### src/rtl/ps2_pkg.sv
// rtl/ps2_pkg.sv - scancodes, direction and repeat-state types for the PS/2 key controller
package ps2_pkg;

    localparam logic [7:0] SC_E0       = 8'hE0;
    localparam logic [7:0] SC_UP       = 8'h75;
    localparam logic [7:0] SC_DOWN     = 8'h72;
    localparam logic [7:0] SC_LEFT     = 8'h6B;
    localparam logic [7:0] SC_RIGHT    = 8'h74;
    localparam logic [7:0] SC_SPACE    = 8'h29;
    localparam logic [7:0] SC_ENTER    = 8'h5A;
    localparam logic [7:0] SC_S        = 8'h1B;
    localparam logic [7:0] SC_C        = 8'h21;
    localparam logic [7:0] SC_KP_PLUS  = 8'h79;
    localparam logic [7:0] SC_EQ       = 8'h55;
    localparam logic [7:0] SC_KP_MINUS = 8'h7B;
    localparam logic [7:0] SC_MINUS    = 8'h4E;

    typedef enum logic [1:0] {UP, DOWN, LEFT, RIGHT} dir_t;

    typedef enum logic [1:0] {IDLE, DELAY, PERIOD} rep_state_t;

    function automatic logic is_arrow_code(input logic [7:0] code);
        return (code == SC_UP) || (code == SC_DOWN) ||
               (code == SC_LEFT) || (code == SC_RIGHT);
    endfunction

    function automatic dir_t arrow_dir(input logic [7:0] code);
        case (code)
            SC_UP:   return UP;
            SC_DOWN: return DOWN;
            SC_LEFT: return LEFT;
            default: return RIGHT;
        endcase
    endfunction

endpackage

### src/rtl/ps2_key_repeat.sv
// rtl/ps2_key_repeat.sv - auto-repeat FSM and down-counter for held arrow keys
module ps2_key_repeat
    import ps2_pkg::*;
#(
    parameter int REPEAT_DELAY  = 25_000_000,
    parameter int REPEAT_PERIOD = 5_000_000
) (
    input  logic       clk,
    input  logic       rst,
    input  logic       arm,
    input  logic [1:0] arm_dir,
    input  logic       cancel,
    output logic       rep_move,
    output logic [1:0] rep_dir
);

    localparam int CW = $clog2((REPEAT_DELAY > REPEAT_PERIOD) ? REPEAT_DELAY : REPEAT_PERIOD) + 1;
    localparam logic [CW-1:0] DLY_LOAD = CW'(REPEAT_DELAY - 1);
    localparam logic [CW-1:0] PER_LOAD = CW'(REPEAT_PERIOD - 1);

    rep_state_t    state, state_nxt;
    logic [CW-1:0] cnt, cnt_nxt;
    logic [1:0]    dir_q, dir_nxt;

    always_ff @(posedge clk or negedge rst) begin
        if (!rst) begin
            state <= IDLE;
            cnt   <= '0;
            dir_q <= 2'(UP);
        end else begin
            state <= state_nxt;
            cnt   <= cnt_nxt;
            dir_q <= dir_nxt;
        end
    end

    // Arm beats cancel beats expiry, so a move never fires in a cycle that retargets or stops the repeat.
    always_comb begin
        state_nxt = state;
        cnt_nxt   = cnt;
        dir_nxt   = dir_q;
        rep_move  = 1'b0;
        if (arm) begin
            state_nxt = DELAY;
            cnt_nxt   = DLY_LOAD;
            dir_nxt   = arm_dir;
        end else if (cancel) begin
            state_nxt = IDLE;
        end else if (state != IDLE) begin
            if (cnt == '0) begin
                rep_move  = 1'b1;
                state_nxt = PERIOD;
                cnt_nxt   = PER_LOAD;
            end else begin
                cnt_nxt = cnt - CW'(1);
            end
        end
    end

    assign rep_dir = dir_q;

endmodule

### src/rtl/ps2_key_ctrl.sv
// rtl/ps2_key_ctrl.sv - PS/2 scancode decoder driving the Life grid cursor and commands
module ps2_key_ctrl
    import ps2_pkg::*;
#(
    parameter int         GRID_W        = 32,
    parameter int         GRID_H        = 24,
    parameter int         XW            = 5,
    parameter int         YW            = 5,
    parameter int         REPEAT_DELAY  = 25_000_000,
    parameter int         REPEAT_PERIOD = 5_000_000,
    parameter logic [2:0] SPEED_INIT    = 3'd3
) (
    input  logic          clk,
    input  logic          rst,
    input  logic [7:0]    ps2_byte,
    input  logic          ps2_state,
    output logic [XW-1:0] cur_x,
    output logic [YW-1:0] cur_y,
    output logic          cmd_toggle,
    output logic          cmd_step,
    output logic          cmd_clear,
    output logic          run_en,
    output logic [2:0]    speed
);

    logic [7:0]  prev_byte;
    logic        prev_state, ext;
    logic        press, key_rel, is_e0, arrow;
    logic        arm, cancel, rep_move, move_now;
    logic [1:0]  rep_dir;
    dir_t        mv_dir;
    logic [XW:0] x_sum;
    logic [YW:0] y_sum;
    logic [XW-1:0] nx;
    logic [YW-1:0] ny;

    always_comb begin
        press    = ps2_state & (~prev_state | (ps2_byte != prev_byte));
        key_rel  = ~ps2_state & prev_state;
        is_e0    = (ps2_byte == SC_E0);
        arrow    = ext & is_arrow_code(ps2_byte);
        arm      = press & ~is_e0 & arrow;
        cancel   = key_rel | (press & ~is_e0 & ~arrow);
        move_now = arm | (~press & rep_move);
        mv_dir   = press ? arrow_dir(ps2_byte) : dir_t'(rep_dir);
    end

    ps2_key_repeat #(
        .REPEAT_DELAY (REPEAT_DELAY),
        .REPEAT_PERIOD(REPEAT_PERIOD)
    ) u_repeat (
        .clk     (clk),
        .rst     (rst),
        .arm     (arm),
        .arm_dir (2'(arrow_dir(ps2_byte))),
        .cancel  (cancel),
        .rep_move(rep_move),
        .rep_dir (rep_dir)
    );

    // One extra bit: max+1 lands exactly on the grid size, 0-1 underflows past it.
    always_comb begin
        x_sum = {1'b0, cur_x};
        y_sum = {1'b0, cur_y};
        case (mv_dir)
            UP:      y_sum = y_sum - (YW+1)'(1);
            DOWN:    y_sum = y_sum + (YW+1)'(1);
            LEFT:    x_sum = x_sum - (XW+1)'(1);
            default: x_sum = x_sum + (XW+1)'(1);
        endcase
        if (x_sum == (XW+1)'(GRID_W))     nx = '0;
        else if (x_sum > (XW+1)'(GRID_W)) nx = XW'(GRID_W - 1);
        else                              nx = x_sum[XW-1:0];
        if (y_sum == (YW+1)'(GRID_H))     ny = '0;
        else if (y_sum > (YW+1)'(GRID_H)) ny = YW'(GRID_H - 1);
        else                              ny = y_sum[YW-1:0];
    end

    always_ff @(posedge clk or negedge rst) begin
        if (!rst) begin
            prev_byte  <= '0;
            prev_state <= 1'b0;
            ext        <= 1'b0;
            cur_x      <= '0;
            cur_y      <= '0;
            cmd_toggle <= 1'b0;
            cmd_step   <= 1'b0;
            cmd_clear  <= 1'b0;
            run_en     <= 1'b0;
            speed      <= SPEED_INIT;
        end else begin
            prev_byte  <= ps2_byte;
            prev_state <= ps2_state;
            cmd_toggle <= 1'b0;
            cmd_step   <= 1'b0;
            cmd_clear  <= 1'b0;
            if (move_now) begin
                cur_x <= nx;
                cur_y <= ny;
            end
            if (key_rel) ext <= 1'b0;
            if (press) begin
                if (is_e0) begin
                    ext <= 1'b1;
                end else begin
                    ext <= 1'b0;
                    if (!ext) begin
                        case (ps2_byte)
                            SC_SPACE: cmd_toggle <= 1'b1;
                            SC_ENTER: run_en <= ~run_en;
                            SC_S:     if (!run_en) cmd_step <= 1'b1;
                            SC_C: begin
                                cmd_clear <= 1'b1;
                                run_en    <= 1'b0;
                            end
                            SC_KP_PLUS, SC_EQ:
                                if (speed != 3'd7) speed <= speed + 3'd1;
                            SC_KP_MINUS, SC_MINUS:
                                if (speed != 3'd0) speed <= speed - 3'd1;
                            default: ;
                        endcase
                    end
                end
            end
        end
    end

endmodule

### config.mk
export PLATFORM = sky130hd
export DESIGN_NAME = ps2_key_ctrl
export DESIGN_NICKNAME = d
export VERILOG_FILES = /design/src/rtl/ps2_pkg.sv /design/src/rtl/ps2_key_repeat.sv /design/src/rtl/ps2_key_ctrl.sv
export SDC_FILE = /design/constraint.sdc
export NUM_CORES = 1
export LEC_CHECK = 0
export BUFFER_PORTS_ARGS = -buffer_cell sky130_fd_sc_hd__buf_4
export CAP_MARGIN = 25
export CELL_PAD_IN_SITES_DETAIL_PLACEMENT = 0
export CELL_PAD_IN_SITES_GLOBAL_PLACEMENT = 1
export CORE_UTILIZATION = 50
export DETAILED_ROUTE_END_ITERATION = 10
export HOLD_SLACK_MARGIN = 0.15
export PLACE_DENSITY = 0.93
export SLEW_MARGIN = 20
export SYNTH_ARGS = -nofsm -noshare
export SYNTH_HDL_FRONTEND = slang
export SYNTH_SLANG_ARGS = --single-unit
### constraint.sdc
create_clock -name clk -period 11.5 [get_ports clk]
set_input_delay 2.3 -clock clk [delete_from_list [all_inputs] [get_ports clk]]
set_output_delay 2.3 -clock clk [all_outputs]
set_load 0.02 [all_outputs]
# Word level (Yosys, flattened, before mapping)
# Index checks and enable logic that the tools add are counted.
# op_classes
n_addsub	7
multipliers	0
div_mod_pow	0
order_cmp	2
eq_ne	22
shifts	0
muxes	40
bitwise_logic	17
n_reduce_logical	20
# op_table
op	n
$mux W26	4
$eq A8 B7 Y1 const B	9
$logic_not A26 Y1	1
$sub A26 B1 Y26 const B	1
$pmux W6 S2	2
$mux W1	20
$mux W5	4
$eq A8 B6 Y1 const B	2
$add A5 B1 Y6 const B	2
$sub A5 B1 Y6 const B	2
$mux W2	5
$reduce_bool A2 Y1	5
$reduce_bool A3 Y1	3
$eq A8 B5 Y1 const B	1
$eq A8 B8 Y1 const B	1
$ne A8 B8 Y1	1
$and A1 B1 Y1	7
$not A1 Y1	7
$eq A6 B5 Y1 const B	1
$eq A6 B6 Y1 const B	1
$gt A6 B5 Y1 const B	1
$gt A6 B6 Y1 const B	1
$mux W3	2
$ne A2 B2 Y1 const B	3
15 further kinds	22
# word_totals
register_bits	57
latch_bits	0
mem_bits_rw	0
rom_bits	0
out_inout_bits	17
wordCells	121
n_memories	0

# Depth between registers and ports, before layout
# Gate-level depths: netlist of the first run.
# logic_depth
depth_word	12
depth_mapped	17
mapped_depth_nobuf	15

# Modules after synthesis
# Synthesis of the first run repeated with hierarchy kept, for this count alone.
# hier_totals
hier_cells	395
area_unflattened_um2	3673.5
# modules_own_cells
module	instances	cells_each	area_per_inst_um2
ps2_key_ctrl	1	211	1968.1
ps2_key_repeat	1	184	1705.4

# Worst setup path after synthesis of the first run
# OpenSTA, ideal clock, no wires.
# synth_timing
path_kind	input to register
from	input port ps2_byte[5]
to	register cur_x[2]
arrival_ps	5520
required_time_ps	11379
slack_ps	5859
path_stages	16
path_buffers	2
path_cell_list	buf_6 > xor2_1 > nor4_2 > a41oi_2 > buf_4 > mux2_4 > and2_1 > ha_1 > a21o_1 > a21oi_1 > o21ai_0 > xnor2_1 > a22oi_1 > o31ai_2 > nand2b_1 > o21ai_1
# synth_between
elab_chain_cells	12
word_cells_on_any_way	34
# synth_rtl
element	line_no	rtl
from (decl)	ps2_key_ctrl.sv:15	input logic [7:0] ps2_byte,
parallel branches: the longest is 12 deep, another holds $gt A6 B6 Y1	--	
to (signal assigned)	ps2_key_ctrl.sv:98	cur_x <= nx;
to (decl)	ps2_key_ctrl.sv:17	output logic [XW-1:0] cur_x,
# Parallel ways; which one is timed is not known.
# A chain may end at the register's enable or synchronous reset.

# Worst setup path in the final report of the first run
# Ends and elaborated chain as after synthesis.

==> impl_metrics.env, run 1 <==
export IMPL_status="complete, no violations"
export IMPL_hold_viol=0
export IMPL_drc=0
export IMPL_globalRouteOverflowTotal=0
export IMPL_grt_pass1_wl_mm=13.0
export IMPL_cap_violations=0
export IMPL_final_cell_mix="55 x dfrtp_1, 44 x nor2_1, 41 x nand2_1"
export IMPL_comb_power_share=0.154
export IMPL_initial_core_util=0.523
export IMPL_r2r_slack_ns=7.35
export IMPL_tritoncts="built"
export IMPL_power_density_nw_per_um2=120
export IMPL_fmax_mhz=171
export IMPL_path_class="primary input to flop"
export IMPL_rr_startpoint="prev_byte[6]"
export IMPL_synth_nets=414
export IMPL_p_clk_frac=0.376
export IMPL_num_vias=2970
export IMPL_peakVddDrop_mv=0.0662
export IMPL_area_growth_pct=12.5
export IMPL_total_leakage_power_nw=1.82
export IMPL_drv_slew=0
export IMPL_swShare=0.284
export IMPL_r2r_cells=14
export IMPL_grtUsageTotal=0.222
export IMPL_drt_total_wl_mm=7.74
export IMPL_tns_ns=0
export IMPL_synth_edf_count=0
export IMPL_firstDrtPassIters=4
export IMPL_io_pins=28
export IMPL_cp_max_fo=11
export IMPL_p_total_uw=481
export IMPL_nets=440
export IMPL_yosys_register_bits=57
export IMPL_crit_required_ns=11.71
export IMPL_hold_path_end="u_repeat.cnt[11]"
export IMPL_io_buffers=27
export IMPL_syn_area_per_cell_sq_um=9.14
export IMPL_seqPwrFrac=0.471
export IMPL_syn_instance_count=391
export IMPL_async_flop_share=1.00
export IMPL_drive_gt1_frac=0.156
export IMPL_synthFlopType="dfrtp_1"
export IMPL_hold_class="flop to flop"
export IMPL_setup_worst_path_end_class="flop"
export IMPL_cts_sinks=57
export IMPL_fin_crit_sh=0.509
export IMPL_drtIter0Drc=185
export IMPL_period_minus_slack_ns=5.86
export IMPL_num_antenna_cells=0
export IMPL_grt_pass1_vias=2799
export IMPL_min_delay_start="u_repeat.cnt[11]"
export IMPL_yosysTopAreaCellShare=0.385
export IMPL_antenna_found_initial=0
export IMPL_clockBufferDepth=2
export IMPL_dp_hpwl_mm=5.26
export IMPL_ctsResizeCount=0
export IMPL_tightest_slew_ns=0.995
export IMPL_syn_area_sq_um=3570
export IMPL_rsz0062_at_grt="false"
export IMPL_switchingPower_uw=136
export IMPL_ant_nets=0
export IMPL_die_w_microns=86.5
export IMPL_yosysSeqAreaShare=0.400
export IMPL_postCtsHoldBufs=0
export IMPL_yosys_warnings=0
export IMPL_fill_cells=637
export IMPL_fp_row_count=30
export IMPL_wl_per_cell_microns=14.9
export IMPL_setup_violations=0
export IMPL_post_cts_setup_buffers=0
export IMPL_cp_arrival_ns=6.07
export IMPL_timing_rr_end="cur_x[2]"
export IMPL_dieArea_sq_um=7490
export IMPL_ys_types=61
export IMPL_place_congestion=0.809
export IMPL_cts_buffers=9
export IMPL_holdPathStages=1
export IMPL_final_common_cell="dfrtp_1"
export IMPL_p_int_uw=344
export IMPL_fin_skew_ns=0.00759
export IMPL_clk_pin_slew_ns=0.06
export IMPL_worstSkewPairLatency_ns=0.33
export IMPL_synthTopCellsByArea="dfrtp_1 39%, nor2_1 4.6%, a21oi_1 4.5%"
export IMPL_slew_headroom=0.334
export IMPL_h_tree_depth=3
export IMPL_grt_max_degree=58
export IMPL_holdWs_ns=0.478
export IMPL_die_height_microns=86.5
export IMPL_core_area_sq_um=6830
export IMPL_vias_per_cell=5.73
export IMPL_synth_top_area_cell="dfrtp_1"
export IMPL_critPathLaunchType="primary input"
export IMPL_clockRootBuffer="clkbuf_8"
==> critical path, stage by stage <==
cell and delay (ns):
buf_4 0.15, xor2_1 0.15, nor4_2 0.33, a41oi_2 0.46
mux2_4 0.50, and2_1 0.24, ha_1 0.29, a21o_1 0.17
a21oi_1 0.22, o21ai_0 0.26, xnor2_1 0.25, a22oi_1 0.13
o31ai_2 0.35, nand2b_1 0.18, o21ai_1 0.08
==> metal layers <==
| metal | part of all wire | GRT usage | vias to the layer above |
|---|---|---|---|
| met5 | 0 | 0 | - |
| li1 | - | - | 1459 |
| met2 | 0.47 | 0.355 | 60 |
| met4 | 0.012 | 0.0924 | 0 |
| met1 | 0.49 | 0.299 | 1442 |
| met3 | 0.032 | 0.0381 | 9 |
==> final cells by class <==
class | count | area [sq um] | area share
Multi-Input combinational cell | 307 | 2020 | 0.502
Timing Repair Buffer | 27 | 203 | 0.0504
Tap cell | 96 | 120 | 0.0299
Clock inverter | 2 | 10.0 | 0.00249
Inverter | 15 | 56.3 | 0.0140
Sequential cell | 57 | 1430 | 0.356
Clock buffer | 14 | 183 | 0.0455
==> power by group through the flow <==
stage	Sequential (mW)	Combinational [mW]	Clock (mW)
floorplan	0.231	0.0473	0
global placement	0.229	0.0719	0
detailed placement	0.230	0.0740	0
CTS	0.226	0.0742	0.184
global route	0.228	0.0822	0.194
finish	0.226	0.0740	0.181
==> how the worst max path moves through the flow <==
stage	to	cells after the start	start	slack, ns
2_1_floorplan	cur_x[2]	16	ps2_byte[5]	5.86
3_3_place_gp	cur_x[2]	15	ps2_byte[6]	5.46
3_5_place_dp	cur_x[2]	15	ps2_byte[6]	5.33
4_1_cts	cur_x[2]	15	ps2_byte[6]	5.68
5_1_grt	cur_x[2]	15	ps2_byte[2]	5.34
6_report	cur_x[2]	15	ps2_byte[5]	5.64
==> metrics by stage <==
step / utilization / worst slack, ns / instance area (sq um) / cells
after floorplan: - / 5.86 / 3570 / 391
after global placement: 0.560 / 5.46 / 3830 / 502
after detailed placement: 0.560 / 5.33 / 3830 / 502
after CTS: 0.588 / 5.68 / 4020 / 518
after global routing: 0.588 / 5.34 / 4020 / 518
final: 0.588 / 5.64 / 4020 / 518
==> registers in the layout (all words and copies together), names as in the netlist <==
| name | flops |
|---|---|
| cmd_clear | 1 |
| u_repeat.rep_dir | 2 |
| u_repeat.state | 2 |
| cur_x | 5 |
| prev_state | 1 |
| run_en | 1 |
| u_repeat.cnt | 26 |
| cmd_toggle | 1 |
| ext | 1 |
| speed | 3 |
| cur_y | 5 |
| prev_byte | 8 |
| cmd_step | 1 |
==> logic make-up (layout without fill, tap and decap cells) <==
family,Yosys count,count (layout),synth area share
flip-flops,57,57,0.400
AND/OR/NAND/NOR,156,156,0.228
multiplexers,7,7,0.0284
XOR/XNOR,21,21,0.0515
AO/OA/AOI/OAI,111,111,0.208
adder cells (fa/ha/maj),12,12,0.0483
buffers and inverters,27,58,0.0354
==> synthesized netlist by cell type (4+ instances only) <==
library cell / count
a21o_1: 6
a21oi_1: 32
a22o_1: 8
a31oi_1: 11
and2_1: 5
buf_2: 8
dfrtp_1: 55
ha_1: 9
inv_1: 15
nand2_1: 41
nand2b_1: 7
nand3_1: 5
nor2_1: 44
nor3_1: 15
nor4_1: 7
o21a_1: 6
o21ai_0: 27
o31ai_1: 4
xnor2_1: 8
xor2_1: 13
No activity file was read; power rests on OpenSTA's default activity.
==> run 2: changes to the inputs <==
--- a/config.mk
+++ b/config.mk
@@ -9,10 +9,10 @@
 export CAP_MARGIN = 25
 export CELL_PAD_IN_SITES_DETAIL_PLACEMENT = 0
 export CELL_PAD_IN_SITES_GLOBAL_PLACEMENT = 1
-export CORE_UTILIZATION = 50
+export CORE_UTILIZATION = 42
 export DETAILED_ROUTE_END_ITERATION = 10
 export HOLD_SLACK_MARGIN = 0.15
-export PLACE_DENSITY = 0.93
+export PLACE_DENSITY = 0.84
 export SLEW_MARGIN = 20
 export SYNTH_ARGS = -nofsm -noshare
 export SYNTH_HDL_FRONTEND = slang
==> constraint.sdc (replaced) <==
create_clock -name clk -period 5.3 [get_ports clk]
set_input_delay 1.06 -clock clk [delete_from_list [all_inputs] [get_ports clk]]
set_output_delay 1.06 -clock clk [all_outputs]
set_load 0.02 [all_outputs]
==> run 2 against run 1 <==
Effect of this change: non-clock buffer count up 2; flip-flop and latch count unchanged; combinational power up 120%; sequential power up 120%; worst setup slack worse by 4.8 ns; power up 120%; worst hold slack worse by 0.010 ns; global-route usage down 2.4 points; via count up 0.84%; sequential share of layout area down 0.20 points; clock-buffer cell count down 1; critical path type unchanged; highest routed layer unchanged.
==> impl_metrics.env, run 2 (synthesis gave the netlist of run 1 again) <==
export IMPL_fp_row_count=33
export IMPL_grt_pass1_wl_mm=13.5
export IMPL_crit_family="compound AO/OA/AOI/OAI gates"
export IMPL_grt_pass1_vias=2881
export IMPL_critPathLaunchType="primary input"
export IMPL_wl_per_cell_microns=15.0
export IMPL_initial_core_util=0.435
export IMPL_core_area_sq_um=8220
export IMPL_path_class="primary input to flop"
export IMPL_holdWs_ns=0.467
export IMPL_peakVddDrop_mv=0.133
export IMPL_die_w_microns=94.2
export IMPL_design_area_sq_um=4040
export IMPL_grt_use_met3=0.0477
export IMPL_cp_arrival_ns=4.64
export IMPL_crit_slowest_cell="mux2_4"
export IMPL_antenna_found_initial=0
export IMPL_crit_required_ns=5.53
export IMPL_num_vias=2995
export IMPL_io_buffers=27
export IMPL_largestRegisters="u_repeat.cnt x26, prev_byte x8"
export IMPL_postCtsHoldBufs=0
export IMPL_met2_usage=0.335
export IMPL_h_tree_depth=3
export IMPL_rr_startpoint="prev_byte[6]"
export IMPL_cts_buffers=9
export IMPL_area_growth_pct=13.1
export IMPL_dp_hpwl_mm=5.55
export IMPL_p_int_uw=758
export IMPL_fin_skew_ns=0.0115
export IMPL_place_congestion=0.840
export IMPL_gr_usage_met1=0.234
export IMPL_io_pins=28
export IMPL_setup_violations=0
export IMPL_drtIter0Drc=84
export IMPL_crit_start="ps2_byte[2]"
export IMPL_cap_violations=0
export IMPL_die_height_microns=94.2
export IMPL_total_leakage_power_nw=1.82
export IMPL_p_clk_frac=0.380
export IMPL_post_cts_setup_buffers=0
export IMPL_hold_class="flop to flop"
export IMPL_switchingPower_uw=296
export IMPL_comb_power_share=0.153
export IMPL_cpPeakStageDelay_ns=0.43
export IMPL_period_minus_slack_ns=4.41
export IMPL_num_antenna_cells=0
export IMPL_drive_gt1_frac=0.156
export IMPL_swShare=0.281
export IMPL_tns_ns=0
export IMPL_ctsResizeCount=0
export IMPL_vias_per_cell=5.66
export IMPL_regMostFlops="u_repeat.cnt"
export IMPL_clockRootBuffer="clkbuf_8"
export IMPL_final_cell_mix="55 x dfrtp_1, 44 x nor2_1, 41 x nand2_1"
export IMPL_placed_area_sq_um=3850
export IMPL_firstDrtPassIters=4
export IMPL_dieArea_sq_um=8880
export IMPL_tightest_slew_ns=1.01
export IMPL_power_density_nw_per_um2=261
export IMPL_clockBufferDepth=2
export IMPL_rsz0062_at_grt="false"
export IMPL_worstSkewPairLatency_ns=0.34
export IMPL_path_cells="buf_4 > xor2_1 > nor3_1 > a41oi_2 > mux2_4 > and2_1 > ha_1 > a21o_1 > a21oi_1 > o21ai_0 > xnor2_1 > a22oi_1 > o31ai_2 > nand2b_1 > o21ai_1"
export IMPL_cp_max_fo=15
export IMPL_cts_sinks=57
export IMPL_clk_pin_slew_ns=0.06
export IMPL_fin_crit_sh=0.832
export IMPL_slew_headroom=0.326
export IMPL_drc=0
export IMPL_hold_viol=0
export IMPL_fmax_mhz=227
export IMPL_tritoncts="built"
export IMPL_setup_worst_path_end_class="flop"
export IMPL_status="complete, no violations"
export IMPL_drt_total_wl_mm=7.95
export IMPL_min_delay_start="u_repeat.cnt[11]"
export IMPL_busiest_layer="met2"
export IMPL_ant_nets=0
export IMPL_grtUsageTotal=0.197
export IMPL_crit_buf_inv=1
export IMPL_seqPwrFrac=0.467
export IMPL_final_common_cell="dfrtp_1"
export IMPL_post_route_util=0.492
export IMPL_grt_max_degree=58
export IMPL_nets=442
export IMPL_globalRouteOverflowTotal=0
export IMPL_drv_slew=0
export IMPL_largest_reg_flops=26
run 2: layout make-up:
cell class	instances	area, sq um
multi-input combinational	307	2020
clock inverter	3	40.0
inverter	15	56.3
sequential	57	1430
fill	790	4180
clock buffer	13	149
timing repair buffer	29	218
tap	105	131
run 2: worst paths after layout:
path | end | slack, ns | depth (start not counted)
hold / removal | u_repeat.cnt[11] | 0.47 | 1
setup / recovery | cur_x[2] | 0.89 | 15
hold reg to reg | u_repeat.cnt[11] | 0.47 | 1
setup reg to reg | cur_x[2] | 1.39 | 14
min in group asynchronous | cmd_clear | 0.76 | 1
max in group asynchronous | u_repeat.state[0] | 4.03 | 1
run 2: per-stage QoR:
step / setup WS [ns] / cells / total power [mW]
floorplan: 0.899 / 391 / 0.604
global placement: 0.630 / 513 / 0.657
detailed placement: 0.497 / 513 / 0.662
CTS: 0.867 / 529 / 1.07
global route: 0.524 / 529 / 1.11
finish: 0.890 / 529 / 1.05
run 2: power by group through the flow:
stage	registers, mW	logic, mW	clock network (mW)
6_report	0.492	0.161	0.400
5_1_grt	0.496	0.180	0.432
4_1_cts	0.491	0.164	0.414
3_5_place_dp	0.499	0.163	0
3_3_place_gp	0.498	0.158	0
2_1_floorplan	0.502	0.103	0
run 2: per-layer routing:
metal  up-vias  wire [microns]
met1      1458            3580
met2        50            3960
met5         -               0
li1       1475               -
met3        12             281
met4         0             123
run 2: worst register-to-register path, stage by stage (launching register included):
cell      delay (ns)
dfrtp_1         0.38
xor2_1          0.17
nor4_2          0.37
a41oi_2         0.29
mux2_4          0.43
and2_1          0.24
ha_1            0.29
a21o_1          0.18
a21oi_1         0.22
o21ai_0         0.25
xnor2_1         0.25
a22oi_1         0.14
o31ai_2         0.34
nand2b_1        0.19
o21ai_1         0.07
